[src/rtl/l2_cacheline_adaptor_pkg.sv]
// Shared types and constants for the L2 cacheline to memory burst adaptor.
package l2_adaptor_types;

  localparam int BEATS    = 4;
  localparam int OFFSET_W = 5;

  typedef enum logic [1:0] {
    idle,
    read,
    write,
    done
  } adaptor_state_t;

endpackage

[src/rtl/l2_cacheline_adaptor.sv]
// Bridges single-cycle cacheline transfers from the L2 cache to 4-beat
// burst transactions on physical memory. One transaction in flight at a time.
module l2_cacheline_adaptor
  import l2_adaptor_types::*;
#(
  parameter int LINE_W  = 256,
  parameter int BURST_W = 64,
  parameter int ADDR_W  = 32
) (
  input  logic              clk,
  input  logic              rst_n,
  input  logic [LINE_W-1:0] line_i,
  output logic [LINE_W-1:0] line_o,
  input  logic [ADDR_W-1:0] address_i,
  input  logic              read_i,
  input  logic              write_i,
  output logic              resp_o,
  input  logic [BURST_W-1:0] burst_i,
  output logic [BURST_W-1:0] burst_o,
  output logic [ADDR_W-1:0] address_o,
  output logic              read_o,
  output logic              write_o,
  input  logic              resp_i
);

  localparam int NB    = LINE_W / BURST_W;
  localparam int CNT_W = (NB > 1) ? $clog2(NB) : 1;
  localparam int OFF_W = $clog2(LINE_W / 8);
  localparam logic [CNT_W-1:0]  LAST_BEAT = CNT_W'(NB - 1);
  localparam logic [ADDR_W-1:0] ADDR_MASK = ~ADDR_W'((64'd1 << OFF_W) - 64'd1);

  adaptor_state_t    state;
  logic [CNT_W-1:0]  cnt;
  logic [LINE_W-1:0] wr_line;
  logic [ADDR_W-1:0] addr_q;

  // Memory address and write beat come only from registers, never from inputs.
  assign address_o = addr_q;
  assign burst_o   = wr_line[cnt*BURST_W +: BURST_W];

  // Transaction FSM: acceptance, beat counting and registered handshake outputs.
  always_ff @(posedge clk or negedge rst_n) begin
    if (!rst_n) begin
      state   <= idle;
      cnt     <= '0;
      resp_o  <= 1'b0;
      read_o  <= 1'b0;
      write_o <= 1'b0;
      addr_q  <= '0;
    end else begin
      case (state)
        idle: begin
          cnt    <= '0;
          resp_o <= 1'b0;
          // A simultaneous read and write is an L2 protocol error; the write wins.
          if (write_i) begin
            state   <= write;
            write_o <= 1'b1;
            addr_q  <= address_i & ADDR_MASK;
          end else if (read_i) begin
            state  <= read;
            read_o <= 1'b1;
            addr_q <= address_i & ADDR_MASK;
          end
        end
        read: begin
          if (resp_i) begin
            if (cnt == LAST_BEAT) begin
              state  <= done;
              read_o <= 1'b0;
              resp_o <= 1'b1;
              cnt    <= '0;
            end else begin
              cnt <= cnt + 1'b1;
            end
          end
        end
        write: begin
          if (resp_i) begin
            if (cnt == LAST_BEAT) begin
              state   <= done;
              write_o <= 1'b0;
              resp_o  <= 1'b1;
              cnt     <= '0;
            end else begin
              cnt <= cnt + 1'b1;
            end
          end
        end
        done: begin
          // Held requests are not re-accepted here; idle samples them next.
          resp_o <= 1'b0;
          state  <= idle;
        end
        default: begin
          state   <= idle;
          cnt     <= '0;
          resp_o  <= 1'b0;
          read_o  <= 1'b0;
          write_o <= 1'b0;
        end
      endcase
    end
  end

  // Line storage: latch the writeback line on acceptance, assemble read beats by slot.
  always_ff @(posedge clk or negedge rst_n) begin
    if (!rst_n) begin
      wr_line <= '0;
      line_o  <= '0;
    end else begin
      if (state == idle && write_i) begin
        wr_line <= line_i;
      end
      if (state == read && resp_i) begin
        line_o[cnt*BURST_W +: BURST_W] <= burst_i;
      end
    end
  end

endmodule

[config.mk]
export PLATFORM = sky130hd
export DESIGN_NAME = l2_cacheline_adaptor
export DESIGN_NICKNAME = d
export VERILOG_FILES = /design/src/rtl/l2_cacheline_adaptor_pkg.sv /design/src/rtl/l2_cacheline_adaptor.sv
export SDC_FILE = /design/constraint.sdc
export NUM_CORES = 1
export LEC_CHECK = 0
export CAP_MARGIN = 10
export CELL_PAD_IN_SITES_DETAIL_PLACEMENT = 0
export CELL_PAD_IN_SITES_GLOBAL_PLACEMENT = 2
export CORE_AREA = 2 2 278 280
export DETAILED_ROUTE_END_ITERATION = 16
export DIE_AREA = 0 0 280 282
export PLACE_DENSITY = 0.78
export SETUP_SLACK_MARGIN = 0.02
export SLEW_MARGIN = 20
export SYNTH_ARGS = -nofsm -noshare
export SYNTH_HDL_FRONTEND = slang
export SYNTH_SLANG_ARGS = --single-unit
export TNS_END_PERCENT = 50
[constraint.sdc]
create_clock -name clk -period 6.68 [get_ports clk]
set_clock_uncertainty 0.2 [all_clocks]
set_input_delay 1.336 -clock clk [delete_from_list [all_inputs] [get_ports clk]]
set_output_delay 1.336 -clock clk [all_outputs]
set_load 0.1 [all_outputs]
# Yosys cells after proc, flatten, opt, wreduce, memory -nomap -nowiden
# Cells that the tools add are included.
[totals]
regBits = 551
out_inout_bits = 355
[op_classes]
add_sub_neg = 2
n_eq_ne = 14
shifts = 3
muxes = 21
n_reduce_logical = 15
[ops]
columns = ["operator", "n"]
rows = [
  ["$bwmux 256", 1],
  ["$shift 64x34->256 const A", 1],
  ["$shiftx 256x9->64", 1],
  ["$shiftx 64x34->256", 1],
  ["$mux 32", 2],
  ["$neg 8->34", 1],
  ["$ne 2x2->1 const B", 7],
  ["$mux 2", 6],
  ["$reduce_bool 2->1", 4],
  ["$mux 1", 7],
  ["$eq 2x2->1 const B", 3],
  ["$pmux 1 s2", 3],
  ["$pmux 2 s3", 1],
  ["$reduce_and 2->1", 3],
  ["$reduce_and 5->1", 1],
  ["$ne 2x1->1 const B", 2],
  ["$pmux 2 s2", 1],
  ["$reduce_and 4->1", 1],
  ["$reduce_or 2->1", 2],
  ["$ne 3x3->1 const B", 1],
  ["$reduce_and 3->1", 1],
  ["$add 2x1->2 const B", 1],
  ["$eq 2x1->1 const B", 1],
  ["$logic_and 1x1->1", 2],
  ["$logic_not 2->1", 1],
]

# Depth between registers and ports, before layout
# Gate-level depths: netlist (run 1).
[depth]
word_depth = 4
depth_mapped = 10
ltp_nobuf = 5

# Worst setup path after synthesis (run 1)
# No wires, ideal clock.
[synth_timing]
path_kind = "reg2out"
from = "reg cnt[0]"
to = "out burst_o[38]"
arrival_time_ns = 1.791
required_time_ns = 5.144
path_slack_ns = 3.353
stages_incl_launch_ff = 5
path_buffers = 3
cell_sequence = "dfrtp_1 > buf_2 > buf_4 > buf_4 > mux4_2"
[synth_between]
elab_chain_cells = 1
[synth_lines]
columns = ["item", "line_no", "source"]
rows = [
  ["start, declared", "l2_cacheline_adaptor.sv:33", "logic [CNT_W-1:0] cnt;"],
  ["start signal, assigned", "l2_cacheline_adaptor.sv:74", "cnt <= cnt + 1'b1;"],
  ["start signal, assigned", "l2_cacheline_adaptor.sv:86", "cnt <= cnt + 1'b1;"],
  ["$shiftx 256x9->64", "l2_cacheline_adaptor.sv:39", "assign burst_o = wr_line[cnt*BURST_W +: BURST_W];"],
  ["end, declared", "l2_cacheline_adaptor.sv:19", "output logic [BURST_W-1:0] burst_o,"],
]
# Every way passes these cells.

# Worst setup path after layout (run 1)
[layout_timing]
from = "reg cnt[0]"
to = "out burst_o[5]"
# Same word-level chain as after synthesis.

==> impl_results.md, run 1 <==
- Status: finished, final reports clean
- Synth cell count leaders: 546 x dfrtp_1, 287 x mux2_2, 242 x nand2_1, 138 x a22o_1, 99 x o21ai_0
- #FFs+latches synth: 546
- RSZ-0062 raised after global routing: no
- Pin count of the biggest net entering global routing: 152
- Gr usage total: 17.8%
- Die area: 79000 um2
- Placed Cells: around 3.1k
- Critical Path Max Stage Delay: 1.00 ns
- Power per cell area: between 500 and 600 nW/um2
- Crit path capture: burst_o[5]
- Critical R2R Launch: cnt[0]
- Layout cells sized above 1: around a fifth
- NumNets Final: 2609
- Core Region: approximately 76000 um2
- Most frequent cell after synthesis: dfrtp_1
- Critical path capture point type: output pin
- Starting Density: 29.2%
- Final setup TNS: 0 ns
- Max_slew headroom: ~22%
- Number of vias per cell: 4.74
- Final period utilization: 79.0%
- Final RePlAce weighted congestion: 0.807
- Crit path DAT: 3.74 ns
- Avg Cell Area, Syn: 14.1 um2
- H-tree Lvls: 3
- Remaining DRCs: 0
- Drt wl/cell: 22.1 um
- DRT iter0 DRCs: 725
- Lkg Pwr: 13.3 nW
- CTS Buf Count: 66
- Synth top area cells: dfrtp_1 62%, mux2_2 15%, mux4_2 6.5%
- Post-Syn Area: 22100 um2
- Final number of setup-violating endpoints: 0
- DIE HEIGHT: roughly 280 um
- Critical Path Source: cnt[0]
- Cts repair resizes: 0
- Max cap viols: 0
- Hold path start: line_o[86]
- Reg2reg end: line_o[143]
- Final core occ: 42.5%
- Buffers on Ports: between 700 and 800
- Area grow syn2layout: 45.9%
- Asr flop ratio synth: 100%
- Synth warnings: 0
- VDD IR max: 0.483 mV
- Clock Latency Late Sink: 0.58 ns
- Critical path type: reg -> out
- Mapped Cells: 1561
- First-pass GRT wire length: 106000 um
- Crit path max fanout: 42
- CP required: just over 5 ns
- Post-DP HPWL: 51800 um
- Crit start category: flip-flop
- Detailed Route WL: around 72000 um
- Clock slew at reported path FFs: 0.05 ns
- Initial antenna violation count: 19
- Yosys cell types: 33
- Storage cell area: 13700 um2
- Tmin final: 5.28 ns
- 1st-pass router iterations: 4
- Multi-input gate area: 7870 um2
- Final Hold Vio Count: 0
- Yosys top cell area share: 61.9%
- Hold WS: 0.276 ns
- Vias in the first global route: roughly 17k
- Remaining antenna violation count: 0
- TritonCTS clock tree: yes
- Cell taking the most area after synthesis: dfrtp_1
- Ys flop type: dfrtp_1
- Final Max Slew Viols: 0
- Register area share after synthesis: 61.9%
- Clock sink count: 546
- Remaining Overflow, GRT: 0
- Ports: 712
- Worst path cell trace: buf_4 > mux4_2 > clkdlybuf4s50_1
- CP max-delay cell: dfrtp_4
- Worst Hold Class: reg -> reg
- Slew @ Worst Pin: 1.16 ns
- Number of synthesized flops with an enable pin: 0
- Root buffer selected by CTS: clkbuf_16
- Worst reg-to-reg setup slack: 2.78 ns
- Register-to-Register Path Depth: 7
- CTS Hold Bufs: 0
- CTS Buffer Depth: 3
- Die X: 280 um
- Fill cells: 6917
- Fmax: 189 MHz
- Final cell count without fillers: 3268
- Vias: 15.5k
- Row count: between 100 and 150
- Setup bufs post-CTS: 0
==> logic make-up (layout without fill, tap and decap cells) <==
logic type                 count (synthesis)  in the layout  synth area share, %
DFF                                      546            546                 61.9
muxes                                    352            352                 21.2
AOI/OAI and AO/OA                        264            264                 8.44
and+or+nand+nor                          263            263                 4.84
buffers and inverters                    123            838                 2.91
adders and majority gates                 12             12                0.680
other                                      1             15               0.0170
==> how the worst min path moves through the flow <==
stage | to | slack [ns] | cells past startpoint
finish | line_o[86] | 0.28 | 2
global route | line_o[77] | 0.30 | 2
CTS | line_o[170] | 0.28 | 2
detailed placement | line_o[170] | 0.27 | 2
global placement | line_o[118] | 0.26 | 2
floorplan | wr_line[128] | 0.27 | 1
==> registers in the layout (all words and copies together), names as in the netlist <==
signal / count
line_o: 256
address_o: 27
resp_o: 1
state: 2
write_o: 1
cnt: 2
wr_line: 256
read_o: 1
==> layout by cell type (no fill, tap or decap), types with 2 or more instances in the layout <==
cell type / instances
o21ai_1: 20
nand2_1: 241
o2bb2ai_1: 2
nand3_1: 2
nand2b_1: 3
a32o_1: 2
nor2_1: 3
inv_1: 5
mux4_2: 64
o21ai_0: 99
buf_12: 7
clkbuf_8: 9
clkinv_2: 6
mux2_2: 287
ha_1: 12
conb_1: 5
buf_4: 17
clkbuf_16: 67
buf_2: 2
bufinv_16: 3
nand3_4: 4
dfrtp_4: 2
clkdlybuf4s50_1: 696
a22o_1: 138
clkbuf_1: 15
diode_2: 10
dfrtp_1: 544
inv_16: 3
==> layer usage <==
layer | vias to the layer above | track usage, % | wire length [um]
li1 | 6966 | - | -
met1 | 7812 | 20.8 | 28200
met2 | 570 | 29.6 | 35000
met3 | 125 | 7.39 | 7120
met4 | 20 | 6.09 | 1940
met5 | - | 0 | 135
==> final cells by class <==
| class | instances | share of cell area, % |
|---|---|---|
| clock inverter | 17 | 0.793 |
| inverter | 5 | 0.0583 |
| timing repair buffer | 725 | 22.6 |
| sequential | 546 | 42.5 |
| multi-input combinational | 896 | 24.4 |
| tap | 978 | 3.80 |
| clock buffer | 91 | 5.77 |
| antenna | 10 | 0.0777 |
==> metrics by stage <==
stage / instance area [um2] / setup WS (ns) / power, mW
final: 32200 / 1.40 / 18.2
after global routing: 32200 / 1.13 / 19.0
after CTS: 32200 / 1.18 / 18.4
after detailed placement: 30000 / 1.84 / 14.8
after global placement: 30000 / 1.84 / 14.7
after floorplan: 22100 / 3.35 / 12.3
==> power by group <==
part,internal [mW],switching [mW]
clock network,2.08,1.45
logic,2.94,6.65
registers,4.45,0.673
total,9.46,8.77
==> worst max-delay path, delay by kind of cell, from the launching register on <==
family	cells	cell delay [ns]
flops	1	1.00
buf+inv	2	1.50
mux	1	0.62
Note: power is estimated with default switching activity, not from simulation.
==> run 2: changes to the inputs <==
--- a/config.mk
+++ b/config.mk
@@ -8,9 +8,9 @@
 export CAP_MARGIN = 10
 export CELL_PAD_IN_SITES_DETAIL_PLACEMENT = 0
 export CELL_PAD_IN_SITES_GLOBAL_PLACEMENT = 2
-export CORE_AREA = 2 2 278 280
+export CORE_MARGIN = 2
+export CORE_UTILIZATION = 28
 export DETAILED_ROUTE_END_ITERATION = 16
-export DIE_AREA = 0 0 280 282
 export PLACE_DENSITY = 0.78
 export SETUP_SLACK_MARGIN = 0.02
 export SLEW_MARGIN = 20
==> constraint.sdc (replaced) <==
create_clock -name clk -period 4.65 [get_ports clk]
set_clock_uncertainty 0.2 [all_clocks]
set_input_delay 0.93 -clock clk [delete_from_list [all_inputs] [get_ports clk]]
set_output_delay 0.93 -clock clk [all_outputs]
set_load 0.1 [all_outputs]
==> impl_results.md, run 2 (synthesis results as in run 1) <==
- Crit path max fanout: 40 (-4.8%)
- Worst reg-to-reg setup slack: 1.53 ns (-1.25 ns)
- Power, Total: 26.1 mW (+43%)
- Final Hold Vio Count: 0 (unchanged)
- H-tree Lvls: 2 (-1)
- Detailed Route WL: 71700 um (-0.84%)
- Clock slew at reported path FFs: 0.07 ns (+0.02 ns)
- Critical path capture point type: output pin
- Vias in the first global route: 17.0k (+2.8%)
- Final period utilization: 86.3%
- Worst Hold Class: in -> async
- Remaining Overflow, GRT: 0 (unchanged)
- Slew @ Worst Pin: 1.16 ns (-0.00933 ns)
- Placed Cells: 3226 (+2.4%)
- Remaining DRCs: 0 (unchanged)
- Gr usage total: 17.4% (-0.43 points)
- Die X: 285 um (+1.7%)
- Power per cell area: 808 nW/um2 (+43%)
- Root buffer selected by CTS: clkbuf_16
- Remaining antenna violation count: 0 (unchanged)
- Final number of setup-violating endpoints: 0 (unchanged)
- Die area: 81100 um2 (+2.7%)
- GR peak layer: met2
- Final setup TNS: 0 ns (unchanged)
- Final Max Slew Viols: 0 (unchanged)
- Status: finished, final reports clean
- Row count: 102 (+0.99%)
- Tmin final: 4.01 ns
- Ports: 712 (unchanged)
- Vias: 15.6k (+0.64%)
- Drt wl/cell: 21.5 um (-3.0%)
- Final cell count without fillers: 3342 (+2.3%)
- 1st-pass router iterations: 6 (+2)
- Clock Latency Late Sink: 0.63 ns (+0.05 ns)
- Initial antenna violation count: 15 (-4)
- Starting Density: 28.4% (-0.76 points)
- Crit start category: flip-flop
- Critical R2R Launch: cnt[0]
- Area grow syn2layout: 46.4%
- CTS Buf Count: 61 (-7.6%)
- Max cap viols: 0 (unchanged)
- Clock sink count: 546 (unchanged)
- Highest-count cells in the layout ignoring fill and taps: 636 x clkdlybuf4s50_1, 544 x dfrtp_1, 287 x mux2_2
- Buffers on Ports: 701 (unchanged)
- RSZ-0062 raised after global routing: no
- Multi-input gate area: 7870 um2 (unchanged)
- CP required: 3.52 ns (-1.62 ns)
- Most common cell after layout, fill and taps aside: clkdlybuf4s50_1
- Pin count of the biggest net entering global routing: 97 (-36%)
- DIE HEIGHT: 285 um (+0.98%)
- Core Region: 77700 um2 (+2.7%)
- Cts repair resizes: 0 (unchanged)
- First-pass GRT wire length: 109000 um (+2.8%)
- Max_slew headroom: 22.7% (+0.62 points)
- Final setup margin: 0.639 ns (-0.761 ns)
- Register-to-Register Path Depth: 5 (-2)
- Final RePlAce weighted congestion: 0.802 (-0.61%)
- TritonCTS clock tree: yes
- Fill cells: 7175 (+3.7%)
- Met3 Use GR: 6.97% (-0.42 points)
- Setup bufs post-CTS: 0 (unchanged)
- VDD IR max: 0.628 mV (+30%)
- DRT iter0 DRCs: 657 (-9.4%)
- Met1 Use GR: 20.7% (-0.075 points)
- Post-DP HPWL: 51600 um (-0.44%)
- Lkg Pwr: 13.4 nW (+1.1%)
- CTS Hold Bufs: 0 (unchanged)
- Number of vias per cell: 4.67 (-1.6%)
- Crit path DAT: 2.88 ns (-0.86 ns)
- Reg2reg end: line_o[27]
- Fmax: about 250 MHz
- Storage cell area: 13700 um2 (unchanged)
- Layout cells sized above 1: 24.5% (+3.1 points)
- Critical path type: reg -> out
- NumNets Final: 2618 (+0.34%)
- CTS Buffer Depth: 3 (unchanged)
- Post-Place Setup Slack: 1.23 ns (-0.611 ns)
- M2 GR Usage: 29.1% (-0.48 points)
run 2: metrics by stage:
step	instance area, um2	hold WS (ns)	utilization [%]
final	32300	0.184	41.6
after floorplan	22100	0.274	-
after global placement	30200	0.264	38.8
after detailed placement	30200	0.270	38.8
after global routing	32300	0.219	41.6
after CTS	32300	0.184	41.6
run 2: per-layer routing:
| metal | share of wire [%] | vias to the layer above |
|---|---|---|
| li1 | - | 6989 |
| met1 | 38 | 7875 |
| met2 | 49 | 586 |
| met3 | 10 | 120 |
| met4 | 2.5 | 22 |
| met5 | 0.19 | - |
run 2: worst max-delay path by stage:
stage / from / end / slack, ns / cells after the start
2_1_floorplan: cnt[0] / burst_o[38] / 1.73 / 4
3_3_place_gp: cnt[0] / burst_o[36] / 1.24 / 3
3_5_place_dp: cnt[0] / burst_o[1] / 1.23 / 3
4_1_cts: cnt[0] / burst_o[1] / 0.51 / 3
5_1_grt: cnt[0] / burst_o[1] / 0.45 / 3
6_report: cnt[0] / burst_o[1] / 0.64 / 3
run 2: worst max-delay path, stage by stage, from the launching register on:
cell,delay [ns]
dfrtp_4,0.97
buf_4,0.41
mux4_2,0.55
buf_4,0.25
run 2: area by class of cell:
cell class              instances  share of cell area [%]
flip-flops and latches        546                    42.3
multi-input cells             896                    24.4
repair buffers                739                    22.7
clock buffers                  86                    5.26
well taps                    1040                    4.03
clock inverters                26                    1.30
inverters                       5                  0.0581
diodes                          4                  0.0310
run 2: power breakdown:
part           total [mW]  switching (mW)  internal, mW
clock                5.12            2.02          3.10
combinational        13.6            9.48          4.10
sequential           7.39            1.01          6.39
